**config.mk**
```make
export PLATFORM = sky130hd
export DESIGN_NAME = arb_mux
export DESIGN_NICKNAME = d
export VERILOG_FILES = /design/src/rtl/arb_mux_pkg.sv /design/src/rtl/arb_mux_arbiter.sv /design/src/rtl/arb_mux.sv
export SDC_FILE = /design/constraint.sdc
export NUM_CORES = 1
export LEC_CHECK = 0
export BUFFER_PORTS_ARGS = -buffer_cell sky130_fd_sc_hd__buf_2
export CAP_MARGIN = 20
export CORE_ASPECT_RATIO = 0.9
export CORE_UTILIZATION = 30
export CTS_CLUSTER_SIZE = 40
export DETAILED_ROUTE_END_ITERATION = 12
export GPL_ROUTABILITY_DRIVEN = 0
export PLACE_DENSITY = 0.66
export RECOVER_POWER = 100
export SLEW_MARGIN = 10
export SYNTH_ARGS = -nofsm -noshare
export SYNTH_HDL_FRONTEND = slang
export SYNTH_SLANG_ARGS = --single-unit
```
**constraint.sdc**
```tcl
create_clock -name clk -period 3.26 [get_ports clk]
set_input_delay 0.652 -clock clk [delete_from_list [all_inputs] [get_ports clk]]
set_output_delay 0.652 -clock clk [all_outputs]
set_load 0.01 [all_outputs]
```
**src/rtl/arb_mux_pkg.sv**
```systemverilog
// Shared types for the arbitrated output mux and for downstream consumers
// that decode the channel tag (out_ch).
//   DATA_WIDTH : default payload width (the core-wide `DATA_WIDTH)
//   ch_width() : channel-index width for a given channel count, min 1 bit
//   ch_idx_t   : channel index type sized for the default channel count

`ifndef DATA_WIDTH
`define DATA_WIDTH 32
`endif

package arb_mux_pkg;

    localparam int unsigned DATA_WIDTH  = `DATA_WIDTH;
    localparam int unsigned DEF_NUM_CH  = 3;
    localparam int unsigned MIN_NUM_CH  = 2;
    localparam int unsigned MAX_NUM_CH  = 16;

    // max(1, clog2(n)): a two-channel mux still needs a one-bit tag
    function automatic int unsigned ch_width(input int unsigned n);
        return (n <= 2) ? 1 : int'($clog2(n));
    endfunction

    // Round-robin successor of channel idx, wrapping at n
    function automatic int unsigned next_ch(input int unsigned idx, input int unsigned n);
        return (idx + 1 >= n) ? 0 : idx + 1;
    endfunction

    localparam int unsigned DEF_CH_W = ch_width(DEF_NUM_CH);

    typedef logic [DEF_CH_W-1:0] ch_idx_t;

    typedef enum logic {
        ARB_FIXED = 1'b0,
        ARB_RR    = 1'b1
    } arb_mode_e;

    // Registered output beat as seen by a consumer of the default configuration
    typedef struct packed {
        logic                  valid;
        ch_idx_t               ch;
        logic [DATA_WIDTH-1:0] data;
    } out_beat_t;

endpackage

```
**src/rtl/arb_mux_arbiter.sv**
```systemverilog
// rr_arbiter: purely combinational N-way arbiter.
//   req   : per-channel request
//   ptr   : round-robin start channel (ignored when RR_MODE=0)
//   grant : one-hot winner, zero when no request
//   idx   : encoded winner index (0 when no request)
//   found : any request present

module rr_arbiter
    import arb_mux_pkg::*;
#(
    parameter int unsigned NUM_CH  = DEF_NUM_CH,
    parameter bit          RR_MODE = 1'b1,
    localparam int unsigned CH_W   = ch_width(NUM_CH)
) (
    input  logic [NUM_CH-1:0] req,
    input  logic [CH_W-1:0]   ptr,
    output logic [NUM_CH-1:0] grant,
    output logic [CH_W-1:0]   idx,
    output logic              found
);

    int unsigned     w_start;
    int unsigned     w_pos;
    logic [CH_W-1:0] w_c;

    // Scan NUM_CH channels starting at w_start, wrapping; first requester wins
    always_comb begin
        w_start = RR_MODE ? 32'(ptr) : 32'd0;
        w_pos   = 0;
        w_c     = '0;
        grant   = '0;
        idx     = '0;
        found   = 1'b0;
        for (int unsigned k = 0; k < NUM_CH; k++) begin
            w_pos = w_start + k;
            if (w_pos >= NUM_CH) begin
                w_pos = w_pos - NUM_CH;
            end
            w_c = CH_W'(w_pos);
            if (!found && req[w_c]) begin
                found      = 1'b1;
                grant[w_c] = 1'b1;
                idx        = w_c;
            end
        end
    end

endmodule

```
**src/rtl/arb_mux.sv**
```systemverilog
// arb_mux: N-channel arbitrated multiplexer with one registered output stage.
//   clk, rst_n        : clock, asynchronous active-low reset
//   in_valid/in_ready : per-channel handshake (in_ready one-hot or zero)
//   in_data           : per-channel payload
//   out_valid/out_ready, out_data, out_ch : registered output beat + winner tag
//   flush             : synchronous flush; blocks acceptance and empties output

module arb_mux #(
    parameter int unsigned  DATA_WIDTH = `DATA_WIDTH,
    parameter int unsigned  NUM_CH     = 3,
    parameter bit           RR_MODE    = 1'b1,
    localparam int unsigned CH_W       = arb_mux_pkg::ch_width(NUM_CH)
) (
    input  logic                  clk,
    input  logic                  rst_n,
    input  logic [NUM_CH-1:0]     in_valid,
    input  logic [DATA_WIDTH-1:0] in_data [NUM_CH],
    output logic [NUM_CH-1:0]     in_ready,
    output logic                  out_valid,
    output logic [DATA_WIDTH-1:0] out_data,
    output logic [CH_W-1:0]       out_ch,
    input  logic                  out_ready,
    input  logic                  flush
);

    import arb_mux_pkg::*;

    logic [CH_W-1:0]       r_ptr;
    logic                  r_out_valid;
    logic [DATA_WIDTH-1:0] r_out_data;
    logic [CH_W-1:0]       r_out_ch;

    logic [NUM_CH-1:0]     w_grant;
    logic [CH_W-1:0]       w_idx;
    logic                  w_found;
    logic                  w_can_load;
    logic                  w_load;

    rr_arbiter #(
        .NUM_CH  (NUM_CH),
        .RR_MODE (RR_MODE)
    ) u_arb (
        .req   (in_valid),
        .ptr   (r_ptr),
        .grant (w_grant),
        .idx   (w_idx),
        .found (w_found)
    );

    // Register can take a beat when empty or being drained this cycle
    assign w_can_load = ~r_out_valid | out_ready;
    // A grant is only a transfer because the arbiter only grants requesters
    assign w_load     = w_found & w_can_load & ~flush;
    assign in_ready   = w_load ? w_grant : '0;

    // Output beat register and round-robin pointer
    always_ff @(posedge clk or negedge rst_n) begin
        if (!rst_n) begin
            r_out_valid <= 1'b0;
            r_out_data  <= '0;
            r_out_ch    <= '0;
            r_ptr       <= '0;
        end else begin
            if (flush) begin
                r_out_valid <= 1'b0;
            end else if (w_load) begin
                r_out_valid <= 1'b1;
            end else if (out_ready) begin
                r_out_valid <= 1'b0;
            end
            if (w_load) begin
                r_out_data <= in_data[w_idx];
                r_out_ch   <= w_idx;
                r_ptr      <= CH_W'(next_ch(32'(w_idx), NUM_CH));
            end
        end
    end

    assign out_valid = r_out_valid;
    assign out_data  = r_out_data;
    assign out_ch    = r_out_ch;

endmodule
```
==> results by group <==
Run status
  – Status: finished with violations
  – Failing checks: capacitance limit, slew limit

Synthesis
  – Post-Syn Area per Cell: roughly 8.4 um2
  – Synth unique cells: between 40 and 50
  – Yosys Warn Count: 0
  – Top-count cell post-synth: nand2_1
  – Synth Flop Type: dfrtp_1
  – Top cell type's share of synthesized area: 0.345
  – Seq cells post-synth: 37
  – FFs w/ async S/R, synth: 1.00
  – Synth area leaders: dfrtp_1, nand2_1, o31ai_2
  – Mapped Area: 0.00269 mm2
  – Synth cell count leaders: nand2_1, nor2_1, dfrtp_1
  – Area leader, netlist: dfrtp_1
  – Post-synth EDFFs: 0
  – Syn Inst Count: about 320
  – Mapped Nets: roughly 430
  – Sequential element share of the synthesized area: 0.345

Clocking
  – Clock tree buffer depth: 2
  – CTS tree: built
  – Worst-path clk slew: approximately 70 ps
  – Root buf cell: clkbuf_8
  – CTS Buf Count: 5
  – CTS sink cnt: 37
  – Htree depth: 2
  – Clock latency on the worst-skew pair: 280 ps
  – Post-CTS setup buffers: 0

Timing
  – Max frequency: between 300 and 400 MHz
  – Slew @ Worst Pin: roughly 2000 ps
  – Relative slew margins: -0.363
  – Final count of negative-setup-slack endpoints: 0
  – Final worst path period share: 0.924
  – Worst Slack Setup Final: between 200 and 250 ps
  – Clock skew: 5.56 ps
  – RSZ-0062 raised after global routing: false
  – Setup Total Neg Slack: 0 ps
  – Final hold vios: 0
  – Final Critical Period: between 3000 and 4000 ps
  – Slew Limit Fails: 38

Drt
  – Routed wire length: 7.07 mm
  – Vias per cell: between 4 and 5
  – First-pass DRT Iterations: 4
  – Initial detailed-routing violation count: 53
  – Drc violations: 0
  – Via count: 2638
  – WL/cell: 12.5 um
  – Antenna Nets Post-Route: 0

Finish
  – ANT cells: 0
  – Final Net Count: 554
  – Filler cells: approximately 930
  – Syn-to-layout area delta: 26.1%
  – Multi-input gate area: around 0.0015 mm2
  – Storage element area: 926 um2
  – Share of cells above drive strength 1: 0.315
  – Fin area: approximately 0.0034 mm2

Floorplanning
  – Die area: 0.00934 mm2
  – Initial Util: 0.311
  – Die W: a little over 100 um
  – Die height: 91.8 um
  – Core ar.: a little under 0.009 mm2
  – # rows: 32
  – I/O pins: between 100 and 150

Job
  – Max-cap viol count: 1

Power and ir drop
  – Switching share of power: 0.470
  – Internal power: approximately 0.0018 W
  – Comb pwr share: 0.648
  – Psw: around 0.0016 W
  – Leakage: 1.68 nW
  – Power share of the clock group: 0.117
  – Power Density: slightly above 1000 mW/mm2
  – VDD IR max: about 0.37 mV
  – Flop pwr share: 0.235

Placed design
  – Post-place setup slack: approximately 430 ps
  – Cell Area, Placed: around 0.0034 mm2
  – Post-DP HPWL: around 5.3 mm
  – Buffers on Ports: between 100 and 150

Worst setup path
  – Worst-path maximum fanout: 9
  – Crit path capture type: output port
  – Cells on worst reg2reg path: 9
  – CP cell instances: inv_1 -> ha_2 -> mux2i_4 -> nor3b_4 -> o21bai_1 -> a21oi_1 -> nor3b_1 -> buf_2
  – Worst Setup Start Kind: register
  – Top delay family on crit path: simple AND/OR/NAND/NOR gates
  – CP Buf/Inv Count: 2
  – Slowest CP cell: dfrtp_1
  – Critical Path AT: 2360 ps
  – Crit. path cell count: 8
  – CP max stage delay: roughly 420 ps
  – Kind of critical path: register to output port
  – WP data required: between 2000 and 3000 ps

Worst hold path
  – Worst hold path class: register to register
  – Hold path depth: 2

Global route
  – Antenna violations before repair: 0
  – Largest net degree at the start of global routing: 73
  – Grt ovf: 0
  – Vias in the first global route: between 2k and 2.5k
  – First-pass GRT wire length: about 11 mm
  – All-Layer GR Usage: 0.150
stage by stage:
stage          power (W)   util  hold WS, ps  cells
6_report         0.00348  0.392          481    567
4_1_cts          0.00375  0.409          485    567
3_5_place_dp     0.00333  0.395          466    559
5_1_grt          0.00383  0.392          510    567
3_3_place_gp     0.00327  0.395          462    559
2_1_floorplan    0.00277      -          356    319
kinds of logic after synthesis:
kind of cell,share of synthesized area
AOI/OAI and AO/OA,0.223
adders and majority gates,0.0186
buffers and inverters,0.0759
DFF,0.345
muxes,0.0228
and+or+nand+nor,0.316
flip-flops by register name, summed over array words and instances (netlist names):
name,count
r_ptr,2
out_data,32
out_valid,1
out_ch,2
path summary, 6_finish.rpt:
kind	from	to	slack, ps
min in group asynchronous	rst_n	out_data[21]	950
min reg2reg	out_data[4]	out_data[4]	480
max	r_ptr[1]	in_ready[1]	250
min	out_data[4]	out_data[4]	480
max in group asynchronous	rst_n	r_ptr[0]	1140
max reg2reg	r_ptr[0]	out_data[9]	340
cells in the final DEF, fill, tap and decap left out, types with 2 or more instances in the layout:
cell type,count
o21ai_1,2
dfrtp_1,37
ha_1,3
nor2_1,38
nand2_1,106
buf_12,2
nand2b_1,4
nor3_1,2
o21ai_0,4
o31ai_1,20
o31ai_2,12
buf_4,3
a31oi_1,3
inv_1,3
clkbuf_8,6
and3_1,32
nand3b_1,2
nor2b_1,2
buf_2,103
a21oi_1,2
clkbuf_1,38
tightest hold or removal path, stage by stage, from the launching register on:
cell	delay, ps
dfrtp_1	340
nand2_1	50
o31ai_1	60
metal layers:
layer / track usage / vias up / wire, um
met5: 0 / - / 0
met1: 0.185 / 1200 / 3230
met3: 0.0335 / 7 / 434
met4: 0.0447 / 0 / 62
met2: 0.260 / 99 / 3340
li1: - / 1332 / -
power by group through the flow:
stage          clock network [W]  registers, W  logic, W
6_report                0.000409      0.000817   0.00225
5_1_grt                 0.000446      0.000847   0.00254
4_1_cts                 0.000433      0.000812   0.00251
3_5_place_dp                   0      0.000819   0.00251
3_3_place_gp                   0      0.000808   0.00246
2_1_floorplan                  0      0.000904   0.00187
cell type report:
| class | instances | share of cell area |
|---|---|---|
| clock buffer | 7 | 0.0255 |
| clock inverter | 1 | 0.00886 |
| inverter | 3 | 0.00332 |
| multi-input combinational | 255 | 0.434 |
| sequential | 37 | 0.273 |
| tap | 119 | 0.0439 |
| timing repair buffer | 145 | 0.212 |
repair_timing:
item | CTS | global route
endpoints found under the hold margin | 0 | 0
setup endpoints to repair | 0 | 3
resized for setup | 0 | 1
hold buffers | 0 | 0
Note: power is estimated with default switching activity, not from simulation.
